### config.mk
export PLATFORM = sky130hd
export DESIGN_NAME = mem_dbus_ctrl
export DESIGN_NICKNAME = d
export VERILOG_FILES = /design/src/rtl/mem_dbus_ctrl.sv
export SDC_FILE = /design/constraint.sdc
export NUM_CORES = 1
export LEC_CHECK = 0
export ABC_AREA = 1
export BUFFER_PORTS_ARGS = -buffer_cell sky130_fd_sc_hd__buf_2
export CAP_MARGIN = 0
export CORE_AREA = 2 2 152 154
export CTS_CLUSTER_SIZE = 12
export DETAILED_ROUTE_END_ITERATION = 8
export DIE_AREA = 0 0 154 156
export GPL_TIMING_DRIVEN = 0
export PLACE_DENSITY = 0.72
export SLEW_MARGIN = 10
export SYNTH_ARGS = -nofsm -noshare
export SYNTH_HDL_FRONTEND = slang
export SYNTH_SLANG_ARGS = --single-unit
### constraint.sdc
create_clock -name clk -period 1.9 [get_ports clk]
set_input_delay 0.38 -clock clk [delete_from_list [all_inputs] [get_ports clk]]
set_output_delay 0.38 -clock clk [all_outputs]
set_load 0.005 [all_outputs]
### src/rtl/mem_dbus_ctrl.sv
// mem_dbus_ctrl: OpenMIPS memory stage driving a req/ack data bus, with LL/SC LLbit and pipeline stall.
module mem_dbus_ctrl (
  input  logic        clk,
  input  logic        Rst_n,
  input  logic [4:0]  wd_i,
  input  logic        wreg_i,
  input  logic [31:0] wdata_i,
  input  logic [7:0]  aluop_i,
  input  logic [31:0] mem_addr_i,
  input  logic [31:0] reg2_i,
  input  logic        whilo_i,
  input  logic [31:0] hi_i,
  input  logic [31:0] lo_i,
  input  logic        flush_i,
  input  logic        wb_stall_i,
  output logic        dbus_req_o,
  output logic        dbus_we_o,
  output logic [31:0] dbus_addr_o,
  output logic [3:0]  dbus_sel_o,
  output logic [31:0] dbus_wdata_o,
  input  logic        dbus_ack_i,
  input  logic [31:0] dbus_rdata_i,
  output logic [4:0]  wd_o,
  output logic        wreg_o,
  output logic [31:0] wdata_o,
  output logic        whilo_o,
  output logic [31:0] hi_o,
  output logic [31:0] lo_o,
  output logic        stallreq_o,
  output logic        align_err_o,
  output logic        llbit_o
);
  localparam logic [7:0] LB = 8'hE0, LBU = 8'hE4, LH = 8'hE1, LHU = 8'hE5, LW = 8'hE3;
  localparam logic [7:0] SB = 8'hE8, SH = 8'hE9, SW = 8'hEB, LL = 8'hF0, SC = 8'hF8;
  typedef enum logic [1:0] {IDLE, BUS, DONE} state_t;
  state_t state, state_nx;
  logic flush_pend, llbit, req_q, we_q;
  logic [31:0] addr_q, wdata_q, rdata_q, bw_nx, load_res;
  logic [3:0] sel_q, sel_nx;
  logic [7:0] rbyte;
  logic [15:0] rhalf;
  logic is_byte, is_half, is_word, is_store, is_mem, misalign, start;
  always_comb begin
    is_byte  = aluop_i inside {LB, LBU, SB};
    is_half  = aluop_i inside {LH, LHU, SH};
    is_word  = aluop_i inside {LW, SW, LL, SC};
    is_store = aluop_i inside {SB, SH, SW, SC};
    is_mem   = is_byte | is_half | is_word;
    misalign = (is_half & mem_addr_i[0]) | (is_word & |mem_addr_i[1:0]);
    // a failing SC completes in place without touching the bus
    start    = is_mem & ~misalign & ~(aluop_i == SC & ~llbit);
    sel_nx   = is_byte ? 4'b1000 >> mem_addr_i[1:0] : is_half ? (mem_addr_i[1] ? 4'b0011 : 4'b1100) : 4'b1111;
    bw_nx    = is_byte ? {4{reg2_i[7:0]}} : is_half ? {2{reg2_i[15:0]}} : reg2_i;
    rbyte    = rdata_q[{~mem_addr_i[1:0], 3'b000} +: 8];
    rhalf    = rdata_q[{~mem_addr_i[1], 4'b0000} +: 16];
    load_res = aluop_i == LB  ? {{24{rbyte[7]}}, rbyte} :
               aluop_i == LBU ? {24'b0, rbyte} :
               aluop_i == LH  ? {{16{rhalf[15]}}, rhalf} :
               aluop_i == LHU ? {16'b0, rhalf} : rdata_q;
  end
  always_ff @(posedge clk or negedge Rst_n)
    if (!Rst_n) state <= IDLE;
    else state <= state_nx;
  always_comb begin
    state_nx = state == IDLE ? (!flush_i && start ? BUS : IDLE) :
               state == BUS  ? (!dbus_ack_i ? BUS : (flush_i || flush_pend) ? IDLE : DONE) :
               (!flush_i && wb_stall_i ? DONE : IDLE);
  end
  always_ff @(posedge clk or negedge Rst_n)
    if (!Rst_n) begin
      req_q      <= 1'b0;
      we_q       <= 1'b0;
      addr_q     <= '0;
      sel_q      <= '0;
      wdata_q    <= '0;
      rdata_q    <= '0;
      llbit      <= 1'b0;
      flush_pend <= 1'b0;
    end else begin
      if (state == IDLE && state_nx == BUS) begin
        req_q   <= 1'b1;
        we_q    <= is_store;
        addr_q  <= {mem_addr_i[31:2], 2'b00};
        sel_q   <= sel_nx;
        wdata_q <= bw_nx;
      end
      if (state == BUS && dbus_ack_i) begin
        req_q   <= 1'b0;
        rdata_q <= dbus_rdata_i;
      end
      // a flush seen while waiting for ack must still discard the result once ack arrives
      flush_pend <= state == BUS && !dbus_ack_i && (flush_pend || flush_i);
      llbit      <= flush_i ? 1'b0 :
                    state == DONE && aluop_i == LL ? 1'b1 :
                    state == DONE && aluop_i == SC ? 1'b0 : llbit;
    end
  always_comb begin
    dbus_req_o   = req_q;
    dbus_we_o    = we_q;
    dbus_addr_o  = addr_q;
    dbus_sel_o   = sel_q;
    dbus_wdata_o = wdata_q;
    llbit_o      = llbit;
    stallreq_o   = Rst_n && ((state == IDLE && start) || state == BUS);
    align_err_o  = Rst_n && misalign;
    wd_o         = Rst_n ? wd_i : '0;
    whilo_o      = Rst_n && whilo_i;
    hi_o         = Rst_n ? hi_i : '0;
    lo_o         = Rst_n ? lo_i : '0;
    wreg_o       = Rst_n && !misalign && (aluop_i == SC || wreg_i);
    // SC reaching DONE always succeeded; llbit is already cleared while DONE is held
    wdata_o      = !Rst_n ? '0 :
                   aluop_i == SC ? {31'b0, llbit || state == DONE} :
                   is_mem && !is_store ? load_res : wdata_i;
  end
endmodule

==> flow_metrics.py, run 1 <==
metrics = {
    "yosys": {
        "synth_seq_area_share": 0.392,
        "synth.yosys.warnings": 0,
        "syn_area_um2": 6640,
        "postSynthRegisterBits": 104,
        "postSynthAreaPerCell_um2": 6.43,
        "netlist_instances": 1033,
        "async_reset_ff_frac": 1.00,
        "synth_ff_type": "sky130_fd_sc_hd__dfrtp_1",
        "synth-edff-count": 0,
        "yosys-top-cells-area": "sky130_fd_sc_hd__dfrtp_1, sky130_fd_sc_hd__nand2_1, sky130_fd_sc_hd__inv_1, sky130_fd_sc_hd__nor2_1, sky130_fd_sc_hd__o21ai_0",
        "post-synth-top-area-cell": "sky130_fd_sc_hd__dfrtp_1",
        "yosys.area.top_type_share": 0.392,
        "yosysUniqueCellTypes": 30,
        "yosysMostFrequentCell": "sky130_fd_sc_hd__nand2_1",
        "ys_top_cells_by_count": "sky130_fd_sc_hd__nand2_1, sky130_fd_sc_hd__dfrtp_1, sky130_fd_sc_hd__inv_1",
    },
    "worst_setup_path": {
        "critical_path_startpoint": "rdata_q[31]",
        "cp_max_fo": 5,
        "critical-path-top-cell-by-count": "sky130_fd_sc_hd__nand2_1",
        "rr_worst_depth": 7,
        "critPathLaunchType": "register",
        "critical_path_required_ns": 1.52,
        "timing.critical_path.to": "wdata_o[19]",
        "timing.critical_path.cells": "inv_2 -> o21a_1 -> nand3_2 -> nand2_4 -> buf_4 -> o21ai_0 -> nand2_1 -> nand2_1 -> nand2_1 -> nor2_1 -> buf_2",
        "timing.rr.start": "state[1]",
        "reg2reg_to": "rdata_q[26]",
        "crit_path_end_kind": "output pin",
        "critPathKind": "reg2out",
        "max_stage_delay_ns": 0.38,
        "timing.critical_path.slowest_stage_cell": "sky130_fd_sc_hd__dfrtp_1",
        "critical_path_arrival_ns": 1.98,
        "reg2reg_slack_ns": 0.14,
    },
    "timing": {
        "fin_hold_ws_ns": 0.0584,
        "post-route-period-util": 1.24,
        "report.final.slew_viol_count": 0,
        "final_period_minus_worst_setup_slack_ns": 2.36,
        "fin_ws_ns": -0.463,
        "grt_setup_unrepaired": "true",
        "timing_worst_slew_pin_value_ns": 0.877,
        "slew_headroom": 0.414,
        "finalSetupViolations": 35,
        "hold_viol_final": 0,
        "maximum_operating_frequency_mhz": 423,
        "fin_skew_ns": 0.0134,
    },
    "die": {
        "placementRows": 55,
        "pin_count": 388,
        "fp.coreArea_um2": 22400,
        "die_y_um": 156,
        "die_width_um": 154,
        "die_area_um2": 24000,
        "initial_core_util": 0.297,
    },
    "clock_tree": {
        "cts.path.max_buffers": 2,
        "cts.sinks": 104,
        "cts_htree_levels": 3,
        "cts_inserted_buffers": 9,
        "tritoncts": "yes",
        "root_buffer": "sky130_fd_sc_hd__clkbuf_16",
        "worst_setup_hold_path_clk_slew_ns": 0.08,
        "clock_latency_at_the_later_pin_of_the_worst_skew_pair_ns": 0.36,
    },
    "drt": {
        "drtPass1Iterations": 5,
        "antenna_violating_nets_post_route": 0,
        "overall_routed_net_length_mm": 28.9,
        "drt_drc_violations_left": 0,
        "routed-via-count": 8547,
        "starting_drc_count_in_detailed_routing": 627,
        "average_wire_per_standard_cell_um": 16.2,
        "via_per_inst": 4.80,
    },
    "global_routing": {
        "grt_most_used_layer": "met2",
        "grt.met1_usage": 0.282,
        "grt_pass1_wl_mm": 43.0,
        "gr-usage-all-layers": 0.226,
        "grt_pass1_vias": 8136,
        "global_route_track_usage_on_met3": 0.0439,
        "overflow": 0,
        "globalRouteMet2Util": 0.389,
        "maximum_number_of_pins_on_one_net_before_global_route_repair": 37,
        "grt_antenna_before_repair": 2,
    },
    "worst_hold_path": {
        "min-delay-path-class": "in2async",
    },
    "finish": {
        "final_util": 0.481,
        "finalInstanceArea_um2": 10700,
        "finish.net_count": 1702,
        "syn_to_final_growth_pct": 61.8,
        "post_route_cells_drive_above_1_share": 0.429,
    },
    "outcome": {
        "failed_checks": "setup timing",
        "status": "complete, but fails checks",
    },
    "placed_design": {
        "place_worst_setup_slack_ns": -1.44,
        "dp_hpwl_mm": 20.9,
        "placedInstanceArea_um2": 8990,
        "buffer_ports.inserted": 385,
        "globalplace.congestion": 0.888,
    },
    "power_and_ir_drop": {
        "vdd_drop_max_mv": 0.419,
        "leakage_power_nw": 6.44,
        "power.density_cell_area_nw_per_um2": 753,
    },
    "run": {
        "max_cap_violations": 0,
    },
}
-- metrics by stage --
step	std cells	power, W	TNS [ns]
2_1_floorplan	1034	0.00451	-1.37
3_3_place_gp	1704	0.00572	-325.21
3_5_place_dp	1705	0.00578	-120.89
4_1_cts	1765	0.00796	-12.43
5_1_grt	1781	0.00858	-16.28
6_report	1782	0.00809	-13.42
-- cells by family (layout without fill, tap and decap cells) --
kind of cell / Yosys count / count (layout) / share of synthesized area
AOI/OAI and AO/OA: 134 / 134 / 0.111
buffers and inverters: 174 / 634 / 0.111
DFF: 104 / 104 / 0.392
other: 1 / 4 / 0.000565
and+or+nand+nor: 620 / 621 / 0.386
-- worst max-delay path: cells and delay by family (launching register included) --
kind,cells,cell delay [ns]
flops,1,0.38
buf+inv,3,0.35
compound gates,2,0.40
simple gates,6,0.48
-- per-layer routing --
layer	routed length, um	part of all wire
met3	2100	0.073
met5	0	0
met2	14300	0.50
met1	11600	0.40
met4	862	0.030
-- flip-flops by register name, summed over array words and instances (netlist names) --
name and cells:
rdata_q 32, llbit_o 1, dbus_sel_o 4, dbus_req_o 1, dbus_addr_o 30, dbus_wdata_o 32, state 2, dbus_we_o 1
flush_pend 1
-- placed cells by master, fill, tap and decap left out, types with 5 or more instances in the layout --
cell,synthesis,routed
sky130_fd_sc_hd__inv_6,0,5
sky130_fd_sc_hd__nand2_8,0,10
sky130_fd_sc_hd__a21oi_1,36,26
sky130_fd_sc_hd__dfrtp_1,104,103
sky130_fd_sc_hd__clkbuf_4,0,7
sky130_fd_sc_hd__o21ai_0,71,51
sky130_fd_sc_hd__buf_4,6,45
sky130_fd_sc_hd__inv_1,104,99
sky130_fd_sc_hd__nand3_2,12,13
sky130_fd_sc_hd__o21ai_2,0,7
sky130_fd_sc_hd__nand3_1,64,62
sky130_fd_sc_hd__buf_2,16,385
sky130_fd_sc_hd__clkbuf_16,0,9
sky130_fd_sc_hd__buf_6,5,24
sky130_fd_sc_hd__nand2_2,8,22
sky130_fd_sc_hd__buf_8,0,10
sky130_fd_sc_hd__o22ai_1,14,14
sky130_fd_sc_hd__clkbuf_2,0,8
sky130_fd_sc_hd__o21ai_1,5,18
sky130_fd_sc_hd__a21oi_2,0,8
sky130_fd_sc_hd__nor2_4,3,20
sky130_fd_sc_hd__nand2_1,427,391
sky130_fd_sc_hd__o211ai_1,5,5
sky130_fd_sc_hd__nor2_1,97,65
sky130_fd_sc_hd__nor2_2,0,15
sky130_fd_sc_hd__nand2_4,3,16
sky130_fd_sc_hd__clkbuf_1,30,12
-- area by class of cell --
class / instances / area, um^2
multi-input cells: 757 / 3880
inverters: 113 / 483
plain buffers: 60 / 472
clock inverters: 6 / 51.3
diodes: 2 / 5.00
flip-flops and latches: 104 / 2600
fillers: 2213 / 11600
clock buffers: 10 / 239
well taps: 285 / 357
repair buffers: 445 / 2660
-- power breakdown --
part | total, W | switching [W] | internal (W)
clock | 0.00189 | 0.000949 | 0.000944
sequential | 0.00335 | 0.000474 | 0.00287
combinational | 0.00285 | 0.00155 | 0.00130
-- timing repair --
action | in CTS | in global routing
resized for setup | 186 | 99
hold buffers | 3 | 0
buffers inserted | 32 | 17
cloned | 10 | 0
setup endpoints to repair | 140 | 70
endpoints found under the hold margin | 32 | 0
pin swaps | 47 | 38
-- worst min-delay path by stage --
stage                           end       startpoint  cells after the start  slack, ns
CTS                     rdata_q[23]            Rst_n                      3       0.06
floorplan           dbus_addr_o[10]            Rst_n                      0       0.08
finish                   rdata_q[9]            Rst_n                      3       0.06
global placement    dbus_addr_o[31]  dbus_addr_o[31]                      2       0.46
detailed placement       rdata_q[5]            Rst_n                      1       0.30
global route            rdata_q[24]            Rst_n                      3       0.06
No activity file was read; power rests on OpenSTA's default activity.
==> run 2: changes to the inputs <==
Settings changed: CORE_AREA 2 2 152 154 to 2 2 149 151, DIE_AREA 0 0 154 156 to 0 0 151 153, SKIP_CTS_REPAIR_TIMING set to 1.
Clock period 1.9 ns to 2.5 ns, I/O delays scaled along.
==> run 2 against run 1 <==
  * Critical endpoint is now wdata_o[8]
  * Cell area down 7.6%
  * Clock-buffer cell count up 1
  * First-iteration DRC count down 0.16%
  * Clock power down 24%
  * Non-clock buffer count down 36
  * The flow still finishes with violations (setup timing)
  * Worst hold slack worse by 0.056 ns
  * Flip-flop and latch count unchanged
  * Setup slack better by 0.30 ns
  * Critical path depth up 5
  * Register-to-register slack better by 0.38 ns
==> flow_metrics.py, run 2 (same netlist as run 1, synthesis figures left out) <==
metrics = {
    "worst_setup_path": {
        "critPathLaunchType": "input pin",
        "rr_worst_depth": 7,
        "critical_path_required_ns": 2.00,
        "crit_path_end_kind": "output pin",
        "critPathKind": "in2out",
        "reg2reg_slack_ns": 0.52,
        "timing.rr.start": "state[1]",
        "reg2reg_to": "rdata_q[26]",
        "critical_path_arrival_ns": 2.16,
        "cp_max_fo": 8,
    },
    "power_and_ir_drop": {
        "vdd_drop_max_mv": 0.354,
        "leakage_power_nw": 6.10,
        "power.density_cell_area_nw_per_um2": 597,
    },
    "timing": {
        "post-route-period-util": 1.07,
        "fin_ws_ns": -0.164,
        "grt_setup_unrepaired": "true",
        "final_period_minus_worst_setup_slack_ns": 2.66,
        "slew_headroom": 0.614,
        "maximum_operating_frequency_mhz": 375,
        "finalSetupViolations": 33,
        "report.final.slew_viol_count": 0,
        "timing_worst_slew_pin_value_ns": 0.579,
        "fin_skew_ns": 0.0116,
        "hold_viol_final": 0,
        "fin_hold_ws_ns": 0.00250,
    },
    "die": {
        "initial_core_util": 0.309,
        "pin_count": 388,
        "die_area_um2": 23100,
        "placementRows": 54,
        "die_width_um": 151,
        "fp.coreArea_um2": 21500,
        "die_y_um": 153,
    },
    "clock_tree": {
        "cts.path.max_buffers": 2,
        "root_buffer": "sky130_fd_sc_hd__clkbuf_16",
        "cts_htree_levels": 3,
        "clock_latency_at_the_later_pin_of_the_worst_skew_pair_ns": 0.35,
        "tritoncts": "yes",
        "cts_inserted_buffers": 9,
        "cts.sinks": 104,
        "worst_setup_hold_path_clk_slew_ns": 0.07,
    },
    "finish": {
        "layout_commonest_cell": "sky130_fd_sc_hd__nand2_1",
        "fillers": 2250,
        "syn_to_final_growth_pct": 49.5,
        "seqCellArea_um2": 2600,
        "post_route_cells_drive_above_1_share": 0.379,
        "finish.net_count": 1665,
        "layout.cells.most_common_list": "sky130_fd_sc_hd__nand2_1, sky130_fd_sc_hd__buf_2, sky130_fd_sc_hd__dfrtp_1, sky130_fd_sc_hd__inv_1, sky130_fd_sc_hd__o21ai_0",
        "multi_input_gate_area_um2": 3610,
        "finalInstanceArea_um2": 9930,
        "final_util": 0.462,
    },
    "drt": {
        "routed-via-count": 8206,
        "drt_drc_violations_left": 0,
        "via_per_inst": 4.72,
        "starting_drc_count_in_detailed_routing": 626,
        "antenna_violating_nets_post_route": 0,
        "drtPass1Iterations": 5,
        "average_wire_per_standard_cell_um": 15.6,
        "overall_routed_net_length_mm": 27.0,
    },
    "global_routing": {
        "grt_antenna_before_repair": 1,
        "maximum_number_of_pins_on_one_net_before_global_route_repair": 62,
        "grt_pass1_wl_mm": 40.2,
        "grt_pass1_vias": 7606,
        "gr-usage-all-layers": 0.221,
        "overflow": 0,
    },
    "placed_design": {
        "place_worst_setup_slack_ns": -0.785,
        "placedInstanceArea_um2": 8960,
        "buffer_ports.inserted": 385,
        "globalplace.congestion": 0.847,
        "dp_hpwl_mm": 21.1,
    },
    "worst_hold_path": {
        "min-delay-path-class": "in2async",
    },
    "outcome": {
        "status": "complete, but fails checks",
        "failed_checks": "setup timing",
    },
    "run": {
        "max_cap_violations": 0,
    },
}
==> run 2: cell type report <==
type / count / area share
diodes: 1 / 0.000252
plain buffers: 58 / 0.0381
flip-flops and latches: 104 / 0.262
multi-input cells: 756 / 0.363
well taps: 280 / 0.0353
inverters: 113 / 0.0456
repair buffers: 411 / 0.225
clock buffers: 11 / 0.0255
clock inverters: 5 / 0.00466
==> run 2: metrics by stage <==
stage	cells	setup TNS (ns)	power (W)
3_5_place_dp	1700	-22.34	0.00437
5_1_grt	1739	-6.22	0.00631
2_1_floorplan	1034	0	0.00342
4_1_cts	1716	-23.16	0.00583
6_report	1739	-3.24	0.00592
3_3_place_gp	1699	-210.42	0.00431
==> run 2: worst max-delay path by stage <==
stage	start	end	slack (ns)	depth (start not counted)
finish	aluop_i[4]	wdata_o[8]	-0.16	16
global route	aluop_i[4]	wdata_o[24]	-0.25	14
CTS	Rst_n	wdata_o[25]	-0.80	8
detailed placement	Rst_n	wdata_o[25]	-0.78	8
global placement	Rst_n	wdata_o[25]	-2.28	8
floorplan	aluop_i[4]	wdata_o[10]	0.22	14
==> run 2: metal layers <==
layer | vias to the layer above | track usage | routed length [um]
li1 | 4037 | - | -
met1 | 3720 | 0.306 | 11700
met2 | 406 | 0.360 | 12700
met3 | 43 | 0.0349 | 2140
met4 | 0 | 0.0516 | 492
met5 | - | 0 | 0
==> run 2: power breakdown <==
part	internal, W	switching (W)
logic	0.000874	0.00106
registers	0.00218	0.000368
clock network	0.000751	0.000686
total	0.00381	0.00211
==> run 2: critical path: stages <==
cell and delay [ns]:
sky130_fd_sc_hd__buf_6 0.10, sky130_fd_sc_hd__inv_4 0.05, sky130_fd_sc_hd__nand2_4 0.04, sky130_fd_sc_hd__nor2_4 0.18
sky130_fd_sc_hd__buf_8 0.16, sky130_fd_sc_hd__o211ai_4 0.10, sky130_fd_sc_hd__nand2_4 0.13, sky130_fd_sc_hd__clkinv_8 0.07
sky130_fd_sc_hd__nand2_8 0.07, sky130_fd_sc_hd__nand2_8 0.08, sky130_fd_sc_hd__inv_8 0.08, sky130_fd_sc_hd__buf_12 0.14
sky130_fd_sc_hd__buf_8 0.13, sky130_fd_sc_hd__o21ai_2 0.05, sky130_fd_sc_hd__nor2_1 0.13, sky130_fd_sc_hd__buf_2 0.13
==> run 3: changes to the inputs <==
Settings changed: PLACE_DENSITY 0.72 to unset.
==> run 3 against run 2 <==
  * Largest cell class unchanged
  * Via count shrank 1.2%
  * Clock power shrank 3%
  * Register-to-register slack worse by 0.03 ns
  * The run still ends with setup timing left
  * Die area is the same
  * Flip-flop and latch count unchanged
  * Clock skew fell by 0.0017 ns
==> flow_metrics.py, run 3 (same netlist as run 1, synthesis figures left out) <==
metrics = {
    "outcome": {
        "status": "complete, but fails checks",
        "failed_checks": "setup timing",
    },
    "placed_design": {
        "dp_hpwl_mm": 20.7,
        "numPlacedInstances": 1700,
        "place_worst_setup_slack_ns": -0.665,
        "globalplace.congestion": 0.874,
        "buffer_ports.inserted": 385,
        "placedInstanceArea_um2": 8960,
    },
    "worst_setup_path": {
        "cp_max_fo": 6,
        "critPathKind": "in2out",
        "timing.critical_path.slowest_stage_cell": "sky130_fd_sc_hd__nor2_4",
        "max_stage_delay_ns": 0.20,
        "crit_path_end_kind": "output pin",
        "rr_worst_depth": 7,
        "critPathLaunchType": "input pin",
        "timing.critical_path.cells": "buf_2 -> inv_2 -> nand2_2 -> nor2_2 -> nand2_2 -> nand2_2 -> nor2_4 -> nand2_8 -> nand2_8 -> inv_8 -> buf_12 -> buf_8 -> nand2_1 -> inv_1 -> nor2_2 -> buf_2",
        "critical-path-top-cell-by-count": "sky130_fd_sc_hd__nand2_2",
        "critical_path_required_ns": 2.00,
        "critical_path_arrival_ns": 2.16,
    },
    "timing": {
        "grt_setup_unrepaired": "true",
        "finalSetupViolations": 29,
        "final_period_minus_worst_setup_slack_ns": 2.66,
        "slew_headroom": 0.372,
        "hold_viol_final": 0,
        "report.final.slew_viol_count": 0,
        "timing_worst_slew_pin_value_ns": 0.939,
        "maximum_operating_frequency_mhz": 376,
        "fin_ws_ns": -0.161,
        "fin_skew_ns": 0.00988,
        "post-route-period-util": 1.06,
    },
    "drt": {
        "drt_drc_violations_left": 0,
        "antenna_violating_nets_post_route": 0,
        "average_wire_per_standard_cell_um": 15.4,
        "via_per_inst": 4.65,
        "overall_routed_net_length_mm": 26.9,
        "drtPass1Iterations": 5,
        "routed-via-count": 8108,
        "starting_drc_count_in_detailed_routing": 543,
    },
    "finish": {
        "final_util": 0.456,
        "syn_to_final_growth_pct": 47.6,
        "layout.cells.most_common_list": "sky130_fd_sc_hd__nand2_1, sky130_fd_sc_hd__buf_2, sky130_fd_sc_hd__dfrtp_1, sky130_fd_sc_hd__inv_1, sky130_fd_sc_hd__nor2_1",
        "final_cells": 1744,
        "layout_commonest_cell": "sky130_fd_sc_hd__nand2_1",
        "post_route_cells_drive_above_1_share": 0.368,
        "fillers": 2278,
        "finish.net_count": 1668,
        "finalInstanceArea_um2": 9810,
    },
    "worst_hold_path": {
        "min-delay-path-class": "in2async",
    },
    "die": {
        "fp.coreArea_um2": 21500,
        "placementRows": 54,
        "pin_count": 388,
        "die_y_um": 153,
        "initial_core_util": 0.309,
        "die_width_um": 151,
        "die_area_um2": 23100,
    },
    "clock_tree": {
        "cts.path.max_buffers": 2,
        "cts_htree_levels": 3,
        "cts_inserted_buffers": 9,
        "clock_latency_at_the_later_pin_of_the_worst_skew_pair_ns": 0.36,
        "tritoncts": "yes",
        "cts.sinks": 104,
        "worst_setup_hold_path_clk_slew_ns": 0.07,
        "root_buffer": "sky130_fd_sc_hd__clkbuf_16",
    },
    "power_and_ir_drop": {
        "p_sw_frac": 0.355,
        "leakage_power_nw": 6.09,
        "internal_power_w": 0.00377,
        "switching_power_w": 0.00207,
        "p_comb_frac": 0.325,
        "power_frac_seq": 0.435,
        "pwr-share-clk": 0.240,
        "vdd_drop_max_mv": 0.326,
        "power.density_cell_area_nw_per_um2": 596,
    },
    "global_routing": {
        "gr-usage-all-layers": 0.216,
        "grt_pass1_vias": 7431,
        "grt_pass1_wl_mm": 39.3,
        "maximum_number_of_pins_on_one_net_before_global_route_repair": 84,
        "grt_antenna_before_repair": 3,
        "overflow": 0,
    },
    "run": {
        "max_cap_violations": 0,
    },
}
-- run 3: metal layers --
| metal | track usage | wire [um] |
|---|---|---|
| met5 | 0 | 0 |
| met1 | 0.296 | 11700 |
| met2 | 0.346 | 12500 |
| met3 | 0.0475 | 2180 |
| met4 | 0.0565 | 517 |
-- run 3: stage by stage --
step / hold WS [ns] / TNS (ns) / total power (W)
floorplan: 0.204 / 0 / 0.00342
global placement: 0.458 / -210.66 / 0.00434
detailed placement: 0.369 / -16.10 / 0.00438
CTS: -0.0148 / -16.48 / 0.00579
global route: 0.215 / -5.18 / 0.00625
finish: 0.171 / -2.65 / 0.00584
-- run 3: worst paths after layout --
check,start,end,slack (ns)
setup / recovery,aluop_i[2],wdata_o[24],-0.16
hold / removal,Rst_n,rdata_q[10],0.17
setup reg to reg,state[1],rdata_q[1],0.49
hold reg to reg,dbus_wdata_o[25],dbus_wdata_o[25],0.47
max in group asynchronous,Rst_n,llbit_o,1.04
min in group clk,dbus_rdata_i[13],rdata_q[13],0.34
-- run 3: power groups by stage --
stage | clock (W) | combinational (W) | sequential (W)
5_1_grt | 0.00148 | 0.00217 | 0.00260
2_1_floorplan | 0 | 0.000918 | 0.00250
6_report | 0.00140 | 0.00190 | 0.00254
4_1_cts | 0.00143 | 0.00183 | 0.00254
3_5_place_dp | 0 | 0.00182 | 0.00256
3_3_place_gp | 0 | 0.00179 | 0.00255
-- run 3: cell type report --
type,count,area [um^2],area share
diodes,3,7.51,0.000766
clock buffers,11,243,0.0248
multi-input cells,756,3510,0.358
inverters,113,449,0.0458
plain buffers,60,383,0.0390
well taps,280,350,0.0357
flip-flops and latches,104,2600,0.265
repair buffers,412,2220,0.226
clock inverters,5,41.3,0.00421
-- run 3: critical path, delay by kind of cell --
kind | cells | cell delay (ns)
AND/OR/NAND/NOR | 9 | 0.96
buffers and inverters | 7 | 0.68
